File: src/rtl/uart_tx_frame.sv
// Parametrised UART serialiser with a one-entry holding register on a valid/ready input.
// Frames are start, DATA_BITS data bits sent LSB first, optional parity, then STOP_BITS stop bits.
module uart_tx_frame #(
  parameter int CPB       = 1250,
  parameter int DATA_BITS = 8,
  parameter int PARITY    = 0,
  parameter int STOP_BITS = 1
) (
  input  logic                 clk,
  input  logic                 nRST,
  input  logic [DATA_BITS-1:0] i_data,
  input  logic                 i_valid,
  output logic                 o_ready,
  output logic                 o_Tx,
  output logic                 o_busy,
  output logic                 o_done,
  output logic [3:0]           o_bit_index
);

  if (CPB < 2) begin : g_bad_cpb
    $error("uart_tx_frame: CPB must be >= 2");
  end
  if (DATA_BITS < 5 || DATA_BITS > 9) begin : g_bad_data_bits
    $error("uart_tx_frame: DATA_BITS must be 5..9");
  end
  if (PARITY < 0 || PARITY > 2) begin : g_bad_parity
    $error("uart_tx_frame: PARITY must be 0, 1 or 2");
  end
  if (STOP_BITS < 1 || STOP_BITS > 2) begin : g_bad_stop_bits
    $error("uart_tx_frame: STOP_BITS must be 1 or 2");
  end

  localparam int              CNT_W     = (CPB > 1) ? $clog2(CPB) : 1;
  localparam logic [CNT_W-1:0] CNT_LAST = CNT_W'(CPB - 1);
  localparam logic [3:0]      PAR_IDX   = 4'(DATA_BITS + 1);
  localparam logic [3:0]      STOP_IDX  = 4'(DATA_BITS + 1 + ((PARITY != 0) ? 1 : 0));

  typedef enum logic [2:0] {S_IDLE, S_START, S_DATA, S_PARITY, S_STOP} state_t;

  state_t               state, state_n;
  logic [CNT_W-1:0]     cnt, cnt_n;
  logic [3:0]           bit_cnt, bit_cnt_n;
  logic [DATA_BITS-1:0] shift, shift_n;
  logic [DATA_BITS-1:0] hold;
  logic                 full;
  logic                 par_bit, par_n;
  logic                 tx_n;
  logic [3:0]           idx_n;
  logic                 bit_end, last_data, last_stop;
  logic                 accept, consume;

  assign bit_end   = (cnt == CNT_LAST);
  assign last_data = (bit_cnt == 4'(DATA_BITS - 1));
  assign last_stop = (bit_cnt == 4'(STOP_BITS - 1));
  assign accept    = i_valid && !full;

  // NOTE: every signal written here gets a default first, so no path can infer a latch.
  always_comb begin
    state_n   = state;
    cnt_n     = (state == S_IDLE || bit_end) ? '0 : cnt + CNT_W'(1);
    bit_cnt_n = bit_cnt;
    shift_n   = shift;
    par_n     = par_bit;
    consume   = 1'b0;

    unique case (state)
      S_IDLE:   if (full) consume = 1'b1;
      S_START:  if (bit_end) begin
                  state_n   = S_DATA;
                  bit_cnt_n = '0;
                end
      S_DATA:   if (bit_end) begin
                  shift_n = shift >> 1;
                  if (last_data) begin
                    state_n   = (PARITY != 0) ? S_PARITY : S_STOP;
                    bit_cnt_n = '0;
                  end else begin
                    bit_cnt_n = bit_cnt + 4'd1;
                  end
                end
      S_PARITY: if (bit_end) begin
                  state_n   = S_STOP;
                  bit_cnt_n = '0;
                end
      S_STOP:   if (bit_end) begin
                  if (!last_stop) bit_cnt_n = bit_cnt + 4'd1;
                  else if (full)  consume   = 1'b1;
                  else            state_n   = S_IDLE;
                end
      default:  state_n = S_IDLE;
    endcase

    // Taking the held word starts the next frame immediately, with no idle gap.
    if (consume) begin
      state_n   = S_START;
      cnt_n     = '0;
      bit_cnt_n = '0;
      shift_n   = hold;
      par_n     = (^hold) ^ (PARITY == 1);
    end

    // Line level and bit index are registered from the next state so they stay aligned.
    tx_n  = 1'b1;
    idx_n = '0;
    unique case (state_n)
      S_START:  tx_n = 1'b0;
      S_DATA:   begin tx_n = shift_n[0]; idx_n = 4'd1 + bit_cnt_n; end
      S_PARITY: begin tx_n = par_n;      idx_n = PAR_IDX;          end
      S_STOP:   idx_n = STOP_IDX + bit_cnt_n;
      default:  ;
    endcase
  end

  // NOTE: sequential state uses non-blocking assignments only, so every register sees pre-edge values.
  always_ff @(posedge clk) begin
    if (!nRST) begin
      state       <= S_IDLE;
      cnt         <= '0;
      bit_cnt     <= '0;
      full        <= 1'b0;
      o_Tx        <= 1'b1;
      o_bit_index <= '0;
    end else begin
      state       <= state_n;
      cnt         <= cnt_n;
      bit_cnt     <= bit_cnt_n;
      o_Tx        <= tx_n;
      o_bit_index <= idx_n;
      if (consume)     full <= 1'b0;
      else if (accept) full <= 1'b1;
    end
  end

  // NOTE: the data path carries no reset; its contents only matter once the full flag or FSM qualifies them.
  always_ff @(posedge clk) begin
    shift   <= shift_n;
    par_bit <= par_n;
    if (accept) hold <= i_data;
  end

  assign o_ready = !full;
  assign o_busy  = (state != S_IDLE);
  assign o_done  = (state == S_STOP) && bit_end && last_stop;

endmodule

File: config.mk
export PLATFORM = sky130hd
export DESIGN_NAME = uart_tx_frame
export DESIGN_NICKNAME = d
export VERILOG_FILES = /design/src/rtl/uart_tx_frame.sv
export SDC_FILE = /design/constraint.sdc
export NUM_CORES = 1
export LEC_CHECK = 0
export ABC_AREA = 0
export CAP_MARGIN = 15
export CORE_MARGIN = 8
export CORE_UTILIZATION = 52
export CTS_CLUSTER_SIZE = 12
export DETAILED_ROUTE_END_ITERATION = 8
export PLACE_DENSITY = 0.81
export SLEW_MARGIN = 10
export SYNTH_ARGS = -nofsm -noshare
export SYNTH_HDL_FRONTEND = slang
export SYNTH_SLANG_ARGS = --single-unit
export TNS_END_PERCENT = 20
File: constraint.sdc
create_clock -name clk -period 5.4 [get_ports clk]
set_input_delay 1.62 -clock clk [delete_from_list [all_inputs] [get_ports clk]]
set_output_delay 1.62 -clock clk [all_outputs]
set_load 0.01 [all_outputs]
# Word level (Yosys, flattened, before mapping)
# Index checks and enable logic that the tools add are counted.
# word_totals
wordCells,66
out_inout_bits,8
ff_bits,41
# op_classes
n_bitwise,1
addsub,4
reduce_logical,15
mux,26
eq_ne,10
# op_table
cell,count
$mux W3,8
$mux W4,6
$mux W8,3
$pmux W4 S3,2
$pmux W3 S5,1
$eq A3 B2 Y1 const B,4
$add A11 B1 Y11 const B,1
$eq A11 B11 Y1 const B,1
$reduce_xor A8 Y1,1
$eq A3 B1 Y1 const B,2
$eq A3 B3 Y1 const B,2
$add A1 B4 Y4 const A,1
$add A4 B1 Y4 const B,1
$add A4 B4 Y4 const A,1
$eq A4 B3 Y1 const B,1
$logic_not A4 Y1,1
$mux W1,4
$reduce_bool A2 Y1,2
$reduce_or A2 Y1,2
$logic_and A1 B1 Y1,3
$logic_not A3 Y1,1
$pmux W1 S3,1
$reduce_bool A3 Y1,1
$reduce_or A3 Y1,1
5 further kinds,5

# Depth between registers and ports, before layout
# Gate-level depths: netlist of the first run.
# depth
depth_word,7
ltp_mapped,11
ltp_nobuf,10

# Least setup slack after synthesis of the first run
# OpenSTA, ideal clock, no wires.
# synth_path
kind,register to output
startpoint,register cnt[0]
endpoint,output o_done
path_stages_with_launch,6
slack_ns,1.937
t_arrival_ns,1.843
n_path_buf,1
cell_sequence,dfxtp_1 ha_1 or3b_2 or3_1 buf_4 nor3_1
# synth_via
elab_chain_cells,3
# synth_rtl
item,line_no,source
from (decl),41,"logic [CNT_W-1:0] cnt, cnt_n;"
from (signal assigned),125,cnt <= cnt_n;
$eq A11 B11 Y1,52,assign bit_end = (cnt == CNT_LAST);
$logic_and A1 B1 Y1 (2 in a row),143,assign o_done = (state == S_STOP) && bit_end && last_stop;
to (decl),16,"output logic o_done,"
# No other way between the ends.

# Worst setup path in the final report of the first run
# Same ends and word-level chain as after synthesis.

==> insert_results.sql, run 1 <==
INSERT INTO impl_metrics (metric_group, metric, value, unit) VALUES
('outcome', 'run_status', 'complete, no violations', ''),
('clock_tree', 'clkLatencyLatePin', '0.30', 'ns'),
('detailed_routing', 'wire_per_inst', '15.29', 'um'),
('sta', 'tightest_slew', '1.064', 'ns'),
('worst_setup_path', 'cp-start-kind', 'register', ''),
('min_path', 'min_path_type', 'reg -> reg', ''),
('placement', 'gp_routability_congestion', '0.8366', ''),
('worst_setup_path', 'criticalPathCategory', 'reg -> out', ''),
('grt', 'grt_start_max_net_pins', '17', ''),
('yosys', 'post_synth_inst_count', '199', ''),
('die', 'die_width', '77.74', 'um'),
('die', 'fp.dieArea', '6043', 'um^2'),
('sta', 'final.setup_skew', '0.006341', 'ns'),
('cells_and_area', 'post_layout_nets', '233', ''),
('cells_and_area', 'flow.area_growth_from_synthesis', '14.96', '%'),
('run', 'max_cap_violations', '0', ''),
('die', 'core_area', '3661', 'um^2'),
('clock_tree', 'cts_tree', 'built', ''),
('yosys', 'synth_seq_area_share', '48.99', '%'),
('placement', 'place_worst_setup_slack', '1.307', 'ns'),
('detailed_routing', 'finalWirelength', '4067', 'um'),
('detailed_routing', 'detailroute.via_count', '1526', ''),
('yosys', 'synthDominantAreaCellType', 'sky130_fd_sc_hd__dfxtp_1', ''),
('worst_setup_path', 'critPathArrivalTime', '2.77', 'ns'),
('clock_tree', 'clock_sinks', '41', ''),
('sta', 'final_period_minus_worst_setup_slack', '4.395', 'ns'),
('power', 'power_per_cell_area', '264.7', 'nW/um^2'),
('grt', 'antenna_violations_before_repair', '0', ''),
('die', 'num_io_pins', '19', ''),
('cells_and_area', 'antennaDiodeCount', '0', ''),
('yosys', 'ys_ff_latch', '41', ''),
('detailed_routing', 'antenna_left', '0', ''),
('grt', 'grt_first_pass_wirelength', '6913', 'um'),
('die', 'die_y', '77.74', 'um'),
('yosys', 'synth-edff-count', '15', ''),
('worst_setup_path', 'worst_path_largest_cell_delay', '0.57', 'ns'),
('grt', 'gr-total-overflow', '0', ''),
('clock_tree', 'postCtsResizedCells', '0', ''),
('clock_tree', 'post_cts_hold_buffer_count', '0', ''),
('sta', 'final-max-slew-violation-count', '0', ''),
('detailed_routing', 'viasPerCell', '5.737', ''),
('yosys', 'postSynth.topFlopCell', 'sky130_fd_sc_hd__dfxtp_1', ''),
('yosys', 'syn-cell-area', '1982', 'um^2'),
('sta', 'finalSetupViolations', '0', ''),
('clock_tree', 'htreeDepth', '2', ''),
('worst_setup_path', 'path_buf_inv', '1', ''),
('clock_tree', 'cts_buffer_depth', '2', ''),
('clock_tree', 'clk_pin_slew_worst_paths', '0.08', 'ns'),
('worst_setup_path', 'endpoint_kind', 'output port', ''),
('detailed_routing', 'detail_route.first_pass.iterations', '4', ''),
('sta', 'rsz0062_at_grt', 'no', ''),
('worst_setup_path', 'worst-path-max-fanout', '10', ''),
('detailed_routing', 'dr.first_iter.drc_count', '126', ''),
('worst_setup_path', 'cp_top_family', 'simple AND/OR/NAND/NOR gates', ''),
('placement', 'port-buffer-count', '18', ''),
('sta', 'rel_slew_slack', '28.32', '%'),
('grt', 'globalRouteTotalUtil', '14.07', '%'),
('yosys', 'synth_async_sr_flop_share', '0', '%'),
('sta', 'final_min_period_over_clock_period', '81.38', '%'),
('power', 'peakVddDrop', '160.0', 'uV'),
('sta', 'finalSetupTns', '0', 'ns'),
('sta', 'max_freq', '227.6', 'MHz'),
('placement', 'dp.final_hpwl', '2882', 'um'),
('sta', 'report.final.hold_viol_count', '0', ''),
('grt', 'first_global_vias', '1488', ''),
('yosys', 'post_synth_main_area_contributors', 'sky130_fd_sc_hd__dfxtp_1 (26%), sky130_fd_sc_hd__edfxtp_1 (23%), sky130_fd_sc_hd__xnor2_1 (4.9%), sky130_fd_sc_hd__nor2_1 (4.4%), sky130_fd_sc_hd__ha_1 (3.2%)', ''),
('clock_tree', 'cts-root-buf', 'sky130_fd_sc_hd__clkbuf_8', ''),
('yosys', 'yosys_warnings', '0', ''),
('worst_setup_path', 'path_cells', 'ha_1 > or3b_2 > or3_1 > nor3_1 > clkdlybuf4s50_1', ''),
('power', 'power.static_leakage', '0.7626', 'nW'),
('clock_tree', 'postCtsSetupBuffers', '0', '');
[cells in the mapped netlist (7+ instances only)]
library cell	count
sky130_fd_sc_hd__dfxtp_1	26
sky130_fd_sc_hd__nor2_1	23
sky130_fd_sc_hd__edfxtp_1	15
sky130_fd_sc_hd__nand2_1	11
sky130_fd_sc_hd__nand3_1	11
sky130_fd_sc_hd__xnor2_1	11
sky130_fd_sc_hd__o21ai_0	8
sky130_fd_sc_hd__inv_1	7
sky130_fd_sc_hd__xor2_1	7
[cells in the final DEF (no fill, tap or decap), types with 2 or more instances in the layout]
cell type | Yosys | final
sky130_fd_sc_hd__o21ai_0 | 8 | 8
sky130_fd_sc_hd__nand3b_1 | 3 | 3
sky130_fd_sc_hd__xor2_1 | 7 | 7
sky130_fd_sc_hd__nand3_1 | 11 | 11
sky130_fd_sc_hd__and2_1 | 3 | 3
sky130_fd_sc_hd__xnor2_1 | 11 | 11
sky130_fd_sc_hd__nor3b_1 | 2 | 2
sky130_fd_sc_hd__nor3_1 | 2 | 2
sky130_fd_sc_hd__mux2i_1 | 2 | 2
sky130_fd_sc_hd__edfxtp_1 | 15 | 15
sky130_fd_sc_hd__nor2_1 | 23 | 23
sky130_fd_sc_hd__o21ai_1 | 5 | 5
sky130_fd_sc_hd__clkbuf_8 | 0 | 5
sky130_fd_sc_hd__nand2_1 | 11 | 11
sky130_fd_sc_hd__nor2b_1 | 3 | 3
sky130_fd_sc_hd__and3_1 | 6 | 6
sky130_fd_sc_hd__a21oi_1 | 6 | 6
sky130_fd_sc_hd__dfxtp_1 | 26 | 26
sky130_fd_sc_hd__a22o_1 | 6 | 6
sky130_fd_sc_hd__a211oi_1 | 2 | 2
sky130_fd_sc_hd__or3_1 | 3 | 3
sky130_fd_sc_hd__or3b_2 | 2 | 2
sky130_fd_sc_hd__clkdlybuf4s50_1 | 0 | 18
sky130_fd_sc_hd__or3b_1 | 2 | 2
sky130_fd_sc_hd__nand2b_1 | 2 | 2
sky130_fd_sc_hd__a311oi_1 | 2 | 2
sky130_fd_sc_hd__nand4_1 | 2 | 2
sky130_fd_sc_hd__inv_1 | 7 | 7
sky130_fd_sc_hd__ha_1 | 5 | 5
[worst register-to-register path: stages, from the launching register on]
cell and delay [ns]:
sky130_fd_sc_hd__dfxtp_1 0.41, sky130_fd_sc_hd__ha_1 0.17, sky130_fd_sc_hd__or3b_2 0.52, sky130_fd_sc_hd__or3_1 0.57, sky130_fd_sc_hd__o21ai_0 0.91
[registers in the layout, summed over array words and instances (netlist names)]
name / cells
o_Tx: 1
cnt: 11
shift: 8
bit_cnt: 4
full: 1
o_bit_index: 4
hold: 8
state: 3
par_bit: 1
[power breakdown]
part / total [mW] / switching (mW) / internal [mW]
Clock: 0.198 / 0.107 / 0.0913
Combinational: 0.0579 / 0.0308 / 0.0271
Sequential: 0.347 / 0.00945 / 0.338
[worst paths after layout]
path,from,to,slack [ns],cells past startpoint
max,cnt[0],o_done,1.01,5
min,par_bit,par_bit,0.48,2
max reg2reg,cnt[0],shift[3],2.45,4
min reg2reg,par_bit,par_bit,0.48,2
[logic make-up after synthesis]
group	after synthesis	synth area share, %
AOI/OAI and AO/OA	38	13.95
buffers and inverters	14	2.841
DFF	41	48.99
xor gates and xnor gates	18	7.954
muxes	2	1.010
and+or+nand+nor	81	22.10
adders and majority gates	5	3.157
[layout make-up]
type	count	area [um^2]
multi-input combinational	144	954.7
tap	48	60.06
clock inverter	2	13.76
fill	303	1383
inverter	7	26.28
clock buffer	6	72.57
timing repair buffer	18	180.2
sequential	41	970.9
[per-stage QoR]
| step | cells | area (um^2) | total power [mW] | util (%) | hold slack (ns) |
|---|---|---|---|---|---|
| after floorplan | 199 | 1982 | 0.3892 | - | 0.4344 |
| after global placement | 258 | 2192 | 0.4098 | 59.88 | 0.4541 |
| after detailed placement | 258 | 2192 | 0.4119 | 59.88 | 0.4712 |
| after CTS | 266 | 2278 | 0.6076 | 62.24 | 0.4893 |
| after global routing | 266 | 2278 | 0.6243 | 62.24 | 0.5317 |
| final | 266 | 2278 | 0.6031 | 62.24 | 0.4844 |
[per-layer routing]
metal / up-vias / GRT usage, % / share of wire [%]
li1: 750 / - / -
met1: 723 / 15.32 / 41
met2: 42 / 23.98 / 51
met3: 11 / 4.724 / 5.9
met4: 0 / 6.792 / 1.8
met5: - / 0 / 0
Note: power is estimated with default switching activity, not from simulation.
==> inputs of run 2 (changes only) <==
- CORE_UTILIZATION: 52 -> 51
- PLACE_DENSITY: 0.81 -> 0.82
- clock period: 5.4 -> 3.6 ns (I/O delays scaled with it)
==> run 2 against run 1 <==
Compared with the run above: sequential share of layout area decreased by 0.65 points; wire length decreased by 5.2%; combinational power increased by 48%; critical endpoint unchanged; largest cell class unchanged; critical path type unchanged.
==> insert_results.sql, run 2 (synthesized netlist as in run 1, its figures left out) <==
INSERT INTO impl_metrics (metric_group, metric, value, unit) VALUES
('detailed_routing', 'dr.first_iter.drc_count', '124', ''),
('worst_setup_path', 'slowest_stage', 'sky130_fd_sc_hd__or3b_2', ''),
('worst_setup_path', 'critPathArrivalTime', '2.30', 'ns'),
('detailed_routing', 'antenna_left', '0', ''),
('sta', 'report.final.hold_viol_count', '0', ''),
('cells_and_area', 'top_regs', 'cnt: 11 flops, hold: 8 flops, shift: 8 flops', ''),
('power', 'power_per_cell_area', '416.6', 'nW/um^2'),
('die', 'fp.dieArea', '6137', 'um^2'),
('grt', 'antenna_violations_before_repair', '0', ''),
('detailed_routing', 'detailroute.via_count', '1491', ''),
('worst_setup_path', 'worst_r2r_path_depth', '9', ''),
('min_path', 'min_path_type', 'reg -> reg', ''),
('worst_setup_path', 'worst-path-max-fanout', '6', ''),
('die', 'num_io_pins', '19', ''),
('power', 'peakVddDrop', '262.5', 'uV'),
('sta', 'final_min_period_over_clock_period', '93.80', '%'),
('sta', 'rsz0062_at_grt', 'no', ''),
('power', 'combinational_cell_fraction_of_total_power', '8.9', '%'),
('sta', 'final-max-slew-violation-count', '0', ''),
('cells_and_area', 'leading_cell_type_in_the_layout_fill_and_taps_excluded', 'sky130_fd_sc_hd__dfxtp_1', ''),
('placement', 'dp.final_hpwl', '2792', 'um'),
('power', 'p_sw', '0.2108', 'mW'),
('sta', 'finalSetupTns', '0', 'ns'),
('cells_and_area', 'post_layout_nets', '235', ''),
('clock_tree', 'cts-root-buf', 'sky130_fd_sc_hd__clkbuf_8', ''),
('run', 'max_cap_violations', '0', ''),
('die', 'die_y', '78.34', 'um'),
('placement', 'port-buffer-count', '18', ''),
('worst_setup_path', 'worst-path-stages', '5', ''),
('worst_setup_path', 'endpoint_kind', 'output port', ''),
('die', 'std_cell_rows', '22', ''),
('power', 'power.switching_fraction', '21.88', '%'),
('clock_tree', 'cts_buffer_depth', '2', ''),
('clock_tree', 'cts_buffers', '5', ''),
('clock_tree', 'clock_sinks', '41', ''),
('worst_setup_path', 'cp-start-kind', 'register', ''),
('grt', 'globalRouteTotalUtil', '13.56', '%'),
('cells_and_area', 'antennaDiodeCount', '0', ''),
('worst_setup_path', 'path_buf_inv', '1', ''),
('clock_tree', 'clk_pin_slew_worst_paths', '0.07', 'ns'),
('outcome', 'run_status', 'complete, no violations', ''),
('min_path', 'hold_depth', '1', ''),
('sta', 'final.setup_skew', '0.005725', 'ns'),
('sta', 'finalSetupViolations', '0', ''),
('worst_setup_path', 'cp_data_required_time', '2.52', 'ns'),
('grt', 'gr-total-overflow', '0', ''),
('min_path', 'hold_end', 'cnt[0]', ''),
('die', 'die_width', '78.34', 'um'),
('detailed_routing', 'wire_per_inst', '14.38', 'um'),
('worst_setup_path', 'path_cells', 'ha_1 > or3b_2 > or3_1 > nor3_1 > dlygate4sd2_1', ''),
('die', 'core_area', '3689', 'um^2'),
('grt', 'grt_first_pass_wirelength', '6741', 'um'),
('power', 'internal_power', '0.7529', 'mW'),
('detailed_routing', 'drt_drc_violations_left', '0', ''),
('min_path', 'hold_path.startpoint', 'cnt[0]', ''),
('worst_setup_path', 'criticalPathCategory', 'reg -> out', ''),
('clock_tree', 'cts_tree', 'built', ''),
('clock_tree', 'clkLatencyLatePin', '0.29', 'ns'),
('cells_and_area', 'most-common-layout-cells', 'sky130_fd_sc_hd__dfxtp_1 (26), sky130_fd_sc_hd__nor2_1 (23), sky130_fd_sc_hd__clkdlybuf4s50_1 (17)', ''),
('power', 'power_share_of_the_sequential_group', '54.1', '%'),
('power', 'clockPowerShare', '37.0', '%'),
('sta', 'rel_slew_slack', '35.89', '%'),
('power', 'power.static_leakage', '0.7905', 'nW'),
('worst_setup_path', 'reg2reg_setup_slack', '0.79', 'ns'),
('clock_tree', 'htreeDepth', '2', ''),
('cells_and_area', 'final_layout_size_suffix_gt1_share', '7.273', '%'),
('detailed_routing', 'viasPerCell', '5.563', ''),
('sta', 'max_freq', '296.1', 'MHz'),
('worst_setup_path', 'r2r-start', 'bit_cnt[1]', ''),
('cells_and_area', 'number_of_flip_flops_under_the_largest_register_name', '11', ''),
('cells_and_area', 'flow.area_growth_from_synthesis', '16.73', '%'),
('detailed_routing', 'detail_route.first_pass.iterations', '4', ''),
('placement', 'gp_routability_congestion', '0.8475', ''),
('cells_and_area', 'max_flop_register', 'cnt', ''),
('sta', 'tightest_slew', '0.9516', 'ns'),
('sta', 'final_period_minus_worst_setup_slack', '3.377', 'ns'),
('power', 'fin_total_pwr', '0.9637', 'mW'),
('worst_setup_path', 'critical_path.reg2reg.endpoint', 'o_bit_index[2]', ''),
('detailed_routing', 'finalWirelength', '3854', 'um'),
('worst_setup_path', 'worst_path_largest_cell_delay', '0.52', 'ns'),
('worst_setup_path', 'cp_top_family', 'simple AND/OR/NAND/NOR gates', ''),
('die', 'initial_core_utilization', '53.73', '%'),
('cells_and_area', 'fill_cells', '318', ''),
('grt', 'grt_start_max_net_pins', '16', ''),
('grt', 'first_global_vias', '1452', '');
-- run 2: changes by cell type in the layout (fill, tap and decap cells not counted) --
cell and delta:
sky130_fd_sc_hd__clkinvlp_4 -1, sky130_fd_sc_hd__inv_4 -1, sky130_fd_sc_hd__clkdlybuf4s50_1 -1, sky130_fd_sc_hd__bufinv_16 +1, sky130_fd_sc_hd__clkinv_2 +1, sky130_fd_sc_hd__dlygate4sd2_1 +1
sky130_fd_sc_hd__buf_4 +2
-- run 2: worst max path at each step --
stage | start | end | slack [ns]
after floorplan | cnt[0] | o_done | 0.68
after global placement | cnt[0] | o_done | 0.26
after detailed placement | cnt[0] | o_done | 0.26
after CTS | cnt[0] | o_done | 0.21
after global routing | cnt[0] | o_done | 0.14
final | cnt[0] | o_done | 0.22
-- run 2: metal layers --
layer	track usage, %	up-vias	wire, um
met3	3.986	7	156
met1	16.30	705	1770
met5	0	-	0
met4	5.556	0	57
met2	22.12	20	1869
li1	-	759	-
-- run 2: layout make-up --
type                            count  area, um^2  share of cell area, %
Clock buffer                        6       72.57                  3.137
Sequential cell                    41       970.9                  41.97
Tap cell                           48       60.06                  2.596
Multi-Input combinational cell    144       954.7                  41.27
Inverter                            7       26.28                  1.136
Clock inverter                      2       35.03                  1.514
Timing Repair Buffer               20       193.9                  8.383
-- run 2: what timing repair did --
action / in CTS / in global routing
resized for setup: 1 / 0
hold buffers: 0 / 0
endpoints found under the setup margin: 1 / 0
hold endpoints to repair: 0 / 0
setup buffers: 0 / 0
-- run 2: power groups by stage --
stage          combinational (mW)  clock (mW)  sequential, mW
2_1_floorplan              0.0581           0           0.526
3_3_place_gp               0.0844           0           0.530
3_5_place_dp               0.0862           0           0.531
4_1_cts                    0.0868       0.364           0.521
5_1_grt                    0.0956       0.381           0.524
6_report                   0.0857       0.357           0.521
-- run 2: worst reg2reg max path, delay by kind of cell (launching register included) --
kind            cells  cell delay, ns
flops               1            0.33
fa+ha+maj           2            0.46
buf+inv             1            0.11
xor+xnor            1            0.14
simple gates        3            1.03
compound gates      2            0.63
-- run 2: metrics by stage --
stage               std cells  area, um^2  hold slack, ns  worst slack [ns]  utilization [%]
floorplan                 199        1982          0.4344            0.6774                -
global placement          260        2207          0.4613            0.2606            59.84
detailed placement        260        2207          0.4699            0.2572            59.84
CTS                       268        2313          0.4877            0.2126            62.72
global route              268        2313          0.4998            0.1379            62.72
finish                    268        2313          0.4906            0.2231            62.72
